<file path="src/rtl/aud_frame_sched.sv">
// Stereo frame scheduler: round-robin merges two producers into a frame FIFO and
// streams left/right halves to an I2S serializer on LRCK edges. Optional macro: AUD_UNDERRUN_CNT_EN.
`timescale 1ns/1ps
module aud_frame_sched #(
    parameter int DEPTH = 8,
    parameter int AW    = 3
) (
    input  logic          clk,
    input  logic          rst,
    input  logic          aud_lrck,
    input  logic [31:0]   src0_frame,
    input  logic          src0_valid,
    output logic          src0_ready,
    input  logic [31:0]   src1_frame,
    input  logic          src1_valid,
    output logic          src1_ready,
    output logic [15:0]   smpl,
    output logic          frame_pop,
    output logic          underrun,
    output logic [AW:0]   fill
`ifdef AUD_UNDERRUN_CNT_EN
    ,
    output logic [7:0]    underrun_cnt
`endif
);

    localparam logic [AW:0] FULL = (AW+1)'(DEPTH);

    logic [31:0]   mem_q [DEPTH];
    logic [AW-1:0] wr_q, wr_d, rd_q, rd_d;
    logic [AW:0]   fill_q, fill_d;
    logic          lrck_q;
    logic          rr_q, rr_d;
    logic [31:0]   hold_q, hold_d;
    logic [15:0]   smpl_q, smpl_d;
    logic          pop_q, under_q;

    logic          left_edge, right_edge, empty, full;
    logic          gnt0, gnt1, push, pop;
    logic [31:0]   wdata;

    always_comb begin
        left_edge  = lrck_q & ~aud_lrck;
        right_edge = ~lrck_q & aud_lrck;
        empty      = (fill_q == '0);
        full       = (fill_q == FULL);
        gnt0       = 1'b0;
        gnt1       = 1'b0;
        rr_d       = rr_q;
        // rr_q == 0 favours src0; the pointer only moves on contention
        if (!rst && !full) begin
            if (src0_valid && src1_valid) begin
                gnt0 = ~rr_q;
                gnt1 = rr_q;
                rr_d = ~rr_q;
            end else begin
                gnt0 = src0_valid;
                gnt1 = src1_valid;
            end
        end
        push  = gnt0 | gnt1;
        wdata = gnt1 ? src1_frame : src0_frame;
        // Pop only looks at registered fill, so a same-cycle push cannot cover an empty FIFO
        pop   = left_edge & ~empty;

        wr_d   = push ? wr_q + AW'(1) : wr_q;
        rd_d   = pop  ? rd_q + AW'(1) : rd_q;
        fill_d = fill_q;
        case ({push, pop})
            2'b10:   fill_d = fill_q + (AW+1)'(1);
            2'b01:   fill_d = fill_q - (AW+1)'(1);
            default: fill_d = fill_q;
        endcase

        hold_d = hold_q;
        smpl_d = smpl_q;
        if (left_edge) begin
            hold_d = pop ? mem_q[rd_q] : 32'd0;
            smpl_d = hold_d[31:16];
        end else if (right_edge) begin
            smpl_d = hold_q[15:0];
        end
    end

    always_ff @(posedge clk) begin
        if (rst) begin
            wr_q    <= '0;
            rd_q    <= '0;
            fill_q  <= '0;
            lrck_q  <= 1'b0;
            rr_q    <= 1'b0;
            hold_q  <= '0;
            smpl_q  <= '0;
            pop_q   <= 1'b0;
            under_q <= 1'b0;
        end else begin
            wr_q    <= wr_d;
            rd_q    <= rd_d;
            fill_q  <= fill_d;
            lrck_q  <= aud_lrck;
            rr_q    <= rr_d;
            hold_q  <= hold_d;
            smpl_q  <= smpl_d;
            pop_q   <= pop;
            under_q <= left_edge & empty;
        end
    end

    // Storage is data only; stale entries are unreachable once the pointers reset
    always_ff @(posedge clk) begin
        if (push) begin
            mem_q[wr_q] <= wdata;
        end
    end

`ifdef AUD_UNDERRUN_CNT_EN
    logic [7:0] ucnt_q;

    always_ff @(posedge clk) begin
        if (rst) begin
            ucnt_q <= '0;
        end else if (under_q && ucnt_q != 8'hFF) begin
            ucnt_q <= ucnt_q + 8'd1;
        end
    end

    assign underrun_cnt = ucnt_q;
`endif

    assign src0_ready = gnt0;
    assign src1_ready = gnt1;
    assign smpl       = smpl_q;
    assign frame_pop  = pop_q;
    assign underrun   = under_q;
    assign fill       = fill_q;

endmodule

</file>
<file path="config.mk">
export PLATFORM = sky130hd
export DESIGN_NAME = aud_frame_sched
export DESIGN_NICKNAME = d
export VERILOG_FILES = /design/src/rtl/aud_frame_sched.sv
export SDC_FILE = /design/constraint.sdc
export NUM_CORES = 1
export LEC_CHECK = 0
export ABC_AREA = 1
export BUFFER_PORTS_ARGS = -buffer_cell sky130_fd_sc_hd__buf_2
export CAP_MARGIN = 20
export CORE_MARGIN = 3
export CORE_UTILIZATION = 36
export CTS_CLUSTER_SIZE = 16
export DETAILED_ROUTE_END_ITERATION = 8
export GPL_ROUTABILITY_DRIVEN = 1
export GPL_TIMING_DRIVEN = 1
export HOLD_SLACK_MARGIN = 0.12
export PLACE_DENSITY_LB_ADDON = 0.12
export RECOVER_POWER = 50
export SYNTH_ARGS = -nofsm -noshare
export SYNTH_HDL_FRONTEND = slang
export SYNTH_SLANG_ARGS = --single-unit
</file>
<file path="constraint.sdc">
create_clock -name clk -period 3.9 [get_ports clk]
set_input_delay 0.195 -clock clk [delete_from_list [all_inputs] [get_ports clk]]
set_output_delay 0.195 -clock clk [all_outputs]
set_load 0.005 [all_outputs]
</file>
* After elaboration in Yosys (flattened, before gate mapping) *
Memory sizes are Yosys's and may differ from the RTL's. A register that Yosys moved wholly into a read port is not among the register bits.
Cells that the tools add are included.

storage, ports and cells
  memories = 1
  logic and storage cells = 47
  bits in registers = 46
  RAM bits = 256
  output and inout bits = 24
  input bits = 69

operators by class
  reduce and logical (&&, ||, !) cells = 8
  equality and inequality tests = 3
  bitwise gates (word level) = 9
  multiplexer cells = 13
  $add $sub $neg = 4

memories
  memory  depth  width  read ports  clocked after memory_dff  wr ports  RTL line  source
  mem_q   8      32     1           1                         1         29        logic [31:0] mem_q [DEPTH];

operators by type and width
  kind                                                 number
  2-to-1 mux 32 bit                                    2
  2-to-1 mux 16 bit                                    2
  one-hot mux 4 bit (2 select lines)                   1
  adder 3 x 1 -> 3 bit, second input constant          2
  2-to-1 mux 1 bit                                     6
  2-to-1 mux 3 bit                                     2
  adder 4 x 1 -> 4 bit, second input constant          1
  bitwise AND 1 bit                                    4
  equality test 4 bit, second input constant           1
  logical NOT 4 bit                                    1
  NOT 1 bit                                            4
  nonzero test 2 bit                                   2
  subtractor 4 x 1 -> 4 bit, second input constant     1
  equality test 2 x 1 -> 1 bit, second input constant  1
  equality test 2 bit, second input constant           1
  logical AND 1 bit                                    2
  logical NOT 1 bit                                    2
  AND reduction 2 bit                                  1
  OR 1 bit                                             1

* Depth between registers and ports, before layout *
  depth after elaboration = 7
  gate-level depth with buffers = 15
  mapped depth without buffers = 15

* Least setup slack after synthesis *
OpenSTA, ideal clock, no wires.

  path type = flip-flop to flip-flop
  start = reg fill_q[0], in the netlist fill[0]
  end = mem mem_q[0][0] (enable)
  required time = 3,479 ps
  path slack = 1,138 ps
  data arrival time = 2,340 ps
  buffers on the path = 0
  period minus slack after synthesis = 2,762 ps
  stages on the path, launching flop included = 7
  library setup time = 421 ps
  path through = dfxtp_1 nor2_2 nand3_2 nand2_2 a21oi_2 nand2_1 nor2_1

on the way
  longest elaborated chain between the ends = 7
  elaborated cells between the ends (all ways) = 8
  classes of those cells = eq/ne (1); mux (4); bitwise (1); reduce/logical (2)

ends and longest elaborated chain
  item                                        RTL line  source
  start: declaration                          31        logic [AW:0] fill_q, fill_d;
  start signal: assignment                    99        fill_q <= fill_d;
  equality test 4 bit (*)                     46        full = (fill_q == FULL);
  logical NOT 1 bit (*)                       51        if (!rst && !full) begin
  logical AND 1 bit (*)                       51
  2-to-1 mux 1 bit                            51
  OR 1 bit (*)                                61        push = gnt0 | gnt1;
  2-to-1 mux 1 bit (*)                        111       if (push) begin
  2-to-1 mux 1 bit (implied by the code) (*)  112       mem_q[wr_q] <= wdata;
  end: declaration                            29

Every way passes the cells marked *; elsewhere a longest branch is shown, timed or not.

* Worst setup path in the final report *
  start = in rst
  end = mem mem_q[3][2] (enable)

on the way
  longest elaborated chain between the ends = 6
  elaborated cells between the ends (all ways) = 7
  classes of those cells = mux (4); bitwise (1); reduce/logical (2)

ends and longest elaborated chain
  item                                        RTL line  source
  start: declaration                          9         input logic rst,
  logical NOT 1 bit (*)                       51
  logical AND 1 bit (*)                       51
  2-to-1 mux 1 bit                            51
  OR 1 bit (*)                                61
  2-to-1 mux 1 bit (*)                        111
  2-to-1 mux 1 bit (implied by the code) (*)  112

Marked as above.

==> results.yml <==
die:
  io-pin-count: 93
  dieArea_sq_um: 36800
  start_util_pct: 36.9
  rows: 67
  die_h_microns: 192
  core-area_sq_um: 33800
  fp.dieW_microns: 192
worst_setup_path:
  r2r_end: "hold_q[10]$_SDFFE_PP0N_"
  end_kind: "flop"
  r2r_cells: 7
  cp_max_fo: 32
  worstPathArrival_ns: 3.34
  worstSetupPathType: "in2reg"
  required_ns: 4.02
  cp-start-kind: "input port"
  r2r_slack_ns: 1.06
min_path:
  hold_path.startpoint: "src1_frame[23]"
  hold_depth: 3
  holdPathEnd: "mem_q[6][23]$_DFFE_PP_"
  min_path_type: "in2reg"
yosys:
  synth_area_leaders: "edfxtp_1 62%, dfxtp_1 7.9%, nor2_1 7.4%, o21ai_0 4.3%, nand2_1 4.3%"
  yosysWarnings: 0
  synth_edf_count: 256
  yosys_register_bits: 305
  synth_commonest_cells: "256 x edfxtp_1, 246 x nor2_1, 143 x nand2_1, 108 x o21ai_0, 102 x nand3_1"
  yosysTopAreaCell: "edfxtp_1"
  synth_top_area_share_pct: 61.7
  ys_seq_area_share_pct: 69.6
  synthCells: 1130
  avgSynthCellArea_sq_um: 11.0
  synth_ff_type: "edfxtp_1"
  synth.distinct_cells: 30
  postSynth.asyncResetShare_pct: 0
  post-synth-top-count-cell: "edfxtp_1"
  syn_area_sq_um: 12400
  syn-num-nets: 1205
layout:
  drive_above_1_share_pct: 12.5
  nFillCells: 3216
  multiInputGateArea_sq_um: 3270
  final-seq-area_sq_um: 8670
  final_area_sq_um: 14400
  areaGrowthSynthToFinish_pct: 15.8
  layout.nets: 1288
  antenna_cells: 0
clock_tree:
  cts_tree: "built"
  numCtsBuffers: 35
  cts_setup_buffers: 0
  clk_pin_slew_ns: 0.06
  cts_buffer_depth: 3
  clkSinkCount: 305
  cts_max_level: 2
  clock_latency_ns: 0.51
  cts_repair_resize_count: 0
  cts-root-buf: "clkbuf_16"
power_and_ir_drop:
  p_leak_nw: 5.16
  power.density_nw_per_um2: 517
  totalPowerFinal_mw: 7.45
  vdd_drop_max_mv: 0.254
job:
  drv_cap: 0
status:
  status: "finished clean"
global_route:
  grt_overflow_total: 0
  grt_max_degree: 122
  antenna_found_initial: 0
  grt_pass1_vias: 7970
  grt_util_all_layers_pct: 18.1
  grt_pass1_wl_microns: 49900
sta:
  finalHoldViolCount: 0
  period_share_pct: 82.5
  worst_pin_slew_ns: 1.46
  fmax_ghz: 0.311
  layout_min_cycle_time_ns: 3.22
  hold_ws_ns: 0.125
  setup_tns_ns: 0
  skew_ns: 0.0127
  setup_viol_count_final: 0
  maxSlewHeadroom_pct: 2.95
  drv_slew: 0
  rsz0062_at_grt: "false"
routing:
  drc_errors: 0
  via_per_inst: 4.99
  wl_per_cell_microns: 19.7
  wl_microns: 33200
  drt_iter0_drc: 703
  final_antenna_net_count: 0
  num_vias: 8405
  drt_pass1_iterations: 5
place:
  gp_congestion: 0.779
  dp_hpwl_microns: 19500
  place_area_sq_um: 13300
  port_buffers: 92
area by class of cell:
cell class / instances / area share, %
Clock inverter: 15 / 0.781
Clock buffer: 47 / 6.97
Multi-Input combinational cell: 716 / 22.7
Sequential cell: 305 / 60.1
Tap cell: 448 / 3.89
Inverter: 41 / 1.08
Timing Repair Buffer: 114 / 4.45
per-stage QoR:
step                std cells  worst slack, ns  utilization, %
global route             1686            0.440            42.7
global placement         1618             1.10            39.4
CTS                      1685             1.02            42.8
finish                   1686            0.681            42.7
detailed placement       1618             1.04            39.4
floorplan                1130             1.14               -
worst max-delay path by stage:
stage / startpoint / end / slack, ns / depth (start not counted)
finish: rst / mem_q[3][2]$_DFFE_PP_ / 0.68 / 8
detailed placement: rst / mem_q[0][24]$_DFFE_PP_ / 1.04 / 7
global route: rst / mem_q[3][6]$_DFFE_PP_ / 0.44 / 8
floorplan: fill[0]$_SDFFE_PP0P_ / mem_q[0][0]$_DFFE_PP_ / 1.14 / 6
CTS: rst / mem_q[2][2]$_DFFE_PP_ / 1.02 / 8
global placement: rst / mem_q[2][15]$_DFFE_PP_ / 1.10 / 7
report_power, final:
| part | total (mW) | leakage, nW | internal [mW] | switching [mW] |
|---|---|---|---|---|
| registers | 3.70 | 2.73 | 3.66 | 0.0466 |
| clock network | 3.17 | 0.554 | 1.88 | 1.29 |
| logic | 0.585 | 1.88 | 0.169 | 0.416 |
| total | 7.45 | 5.16 | 5.71 | 1.75 |
flip-flops by register name, summed over array words and instances, names as in the netlist, named ones only:
| name | count |
|---|---|
| lrck_q | 1 |
| rd_q | 3 |
| smpl | 16 |
| frame_pop | 1 |
| hold_q | 16 |
| underrun | 1 |
| rr_q | 1 |
| fill | 4 |
| mem_q | 256 |
| wr_q | 3 |
cell usage in the layout (no fill, tap or decap), types with 2 or more instances in the layout:
master	instances
xor2_1	2
dfxtp_1	47
nand3_2	2
clkbuf_8	6
clkbuf_16	36
nand4_1	2
nor2_4	8
ha_1	6
buf_2	71
edfxtp_1	256
clkbuf_1	25
o211ai_1	17
clkinv_2	4
o21ai_1	26
clkinv_1	7
nand2_1	145
nor2_1	239
inv_1	38
dlygate4sd3_1	5
buf_4	13
inv_2	2
clkbuf_4	2
a21oi_1	54
o21ai_0	108
nand3_1	102
worst max-delay path, cell delays in order:
cell,delay (ns)
dlygate4sd3_1,0.53
buf_2,0.27
inv_1,0.58
nand2_1,0.21
a21oi_2,0.29
nand2_1,0.30
nor2_4,0.15
clkbuf_2,0.80
what timing repair did:
action                     in CTS  in global routing
setup endpoints to repair       0                  0
hold endpoints to repair        3                  0
hold buffers                    5                  0
cell families after synthesis:
group | after synthesis | share of synthesized area [%]
simple gates | 500 | 16.3
fa+ha+maj | 6 | 0.603
compound gates | 207 | 8.82
buf+inv | 109 | 4.40
flops | 305 | 69.6
xor+xnor | 3 | 0.211
per-layer routing:
| metal | global-route usage [%] | part of all wire (%) | vias up |
|---|---|---|---|
| met1 | 26.9 | 48 | 4050 |
| met3 | 2.85 | 5.0 | 43 |
| met2 | 27.6 | 45 | 210 |
| met5 | 0 | 0 | - |
| met4 | 4.54 | 2.1 | 0 |
| li1 | - | - | 4102 |
Note: power is estimated with default switching activity, not from simulation.
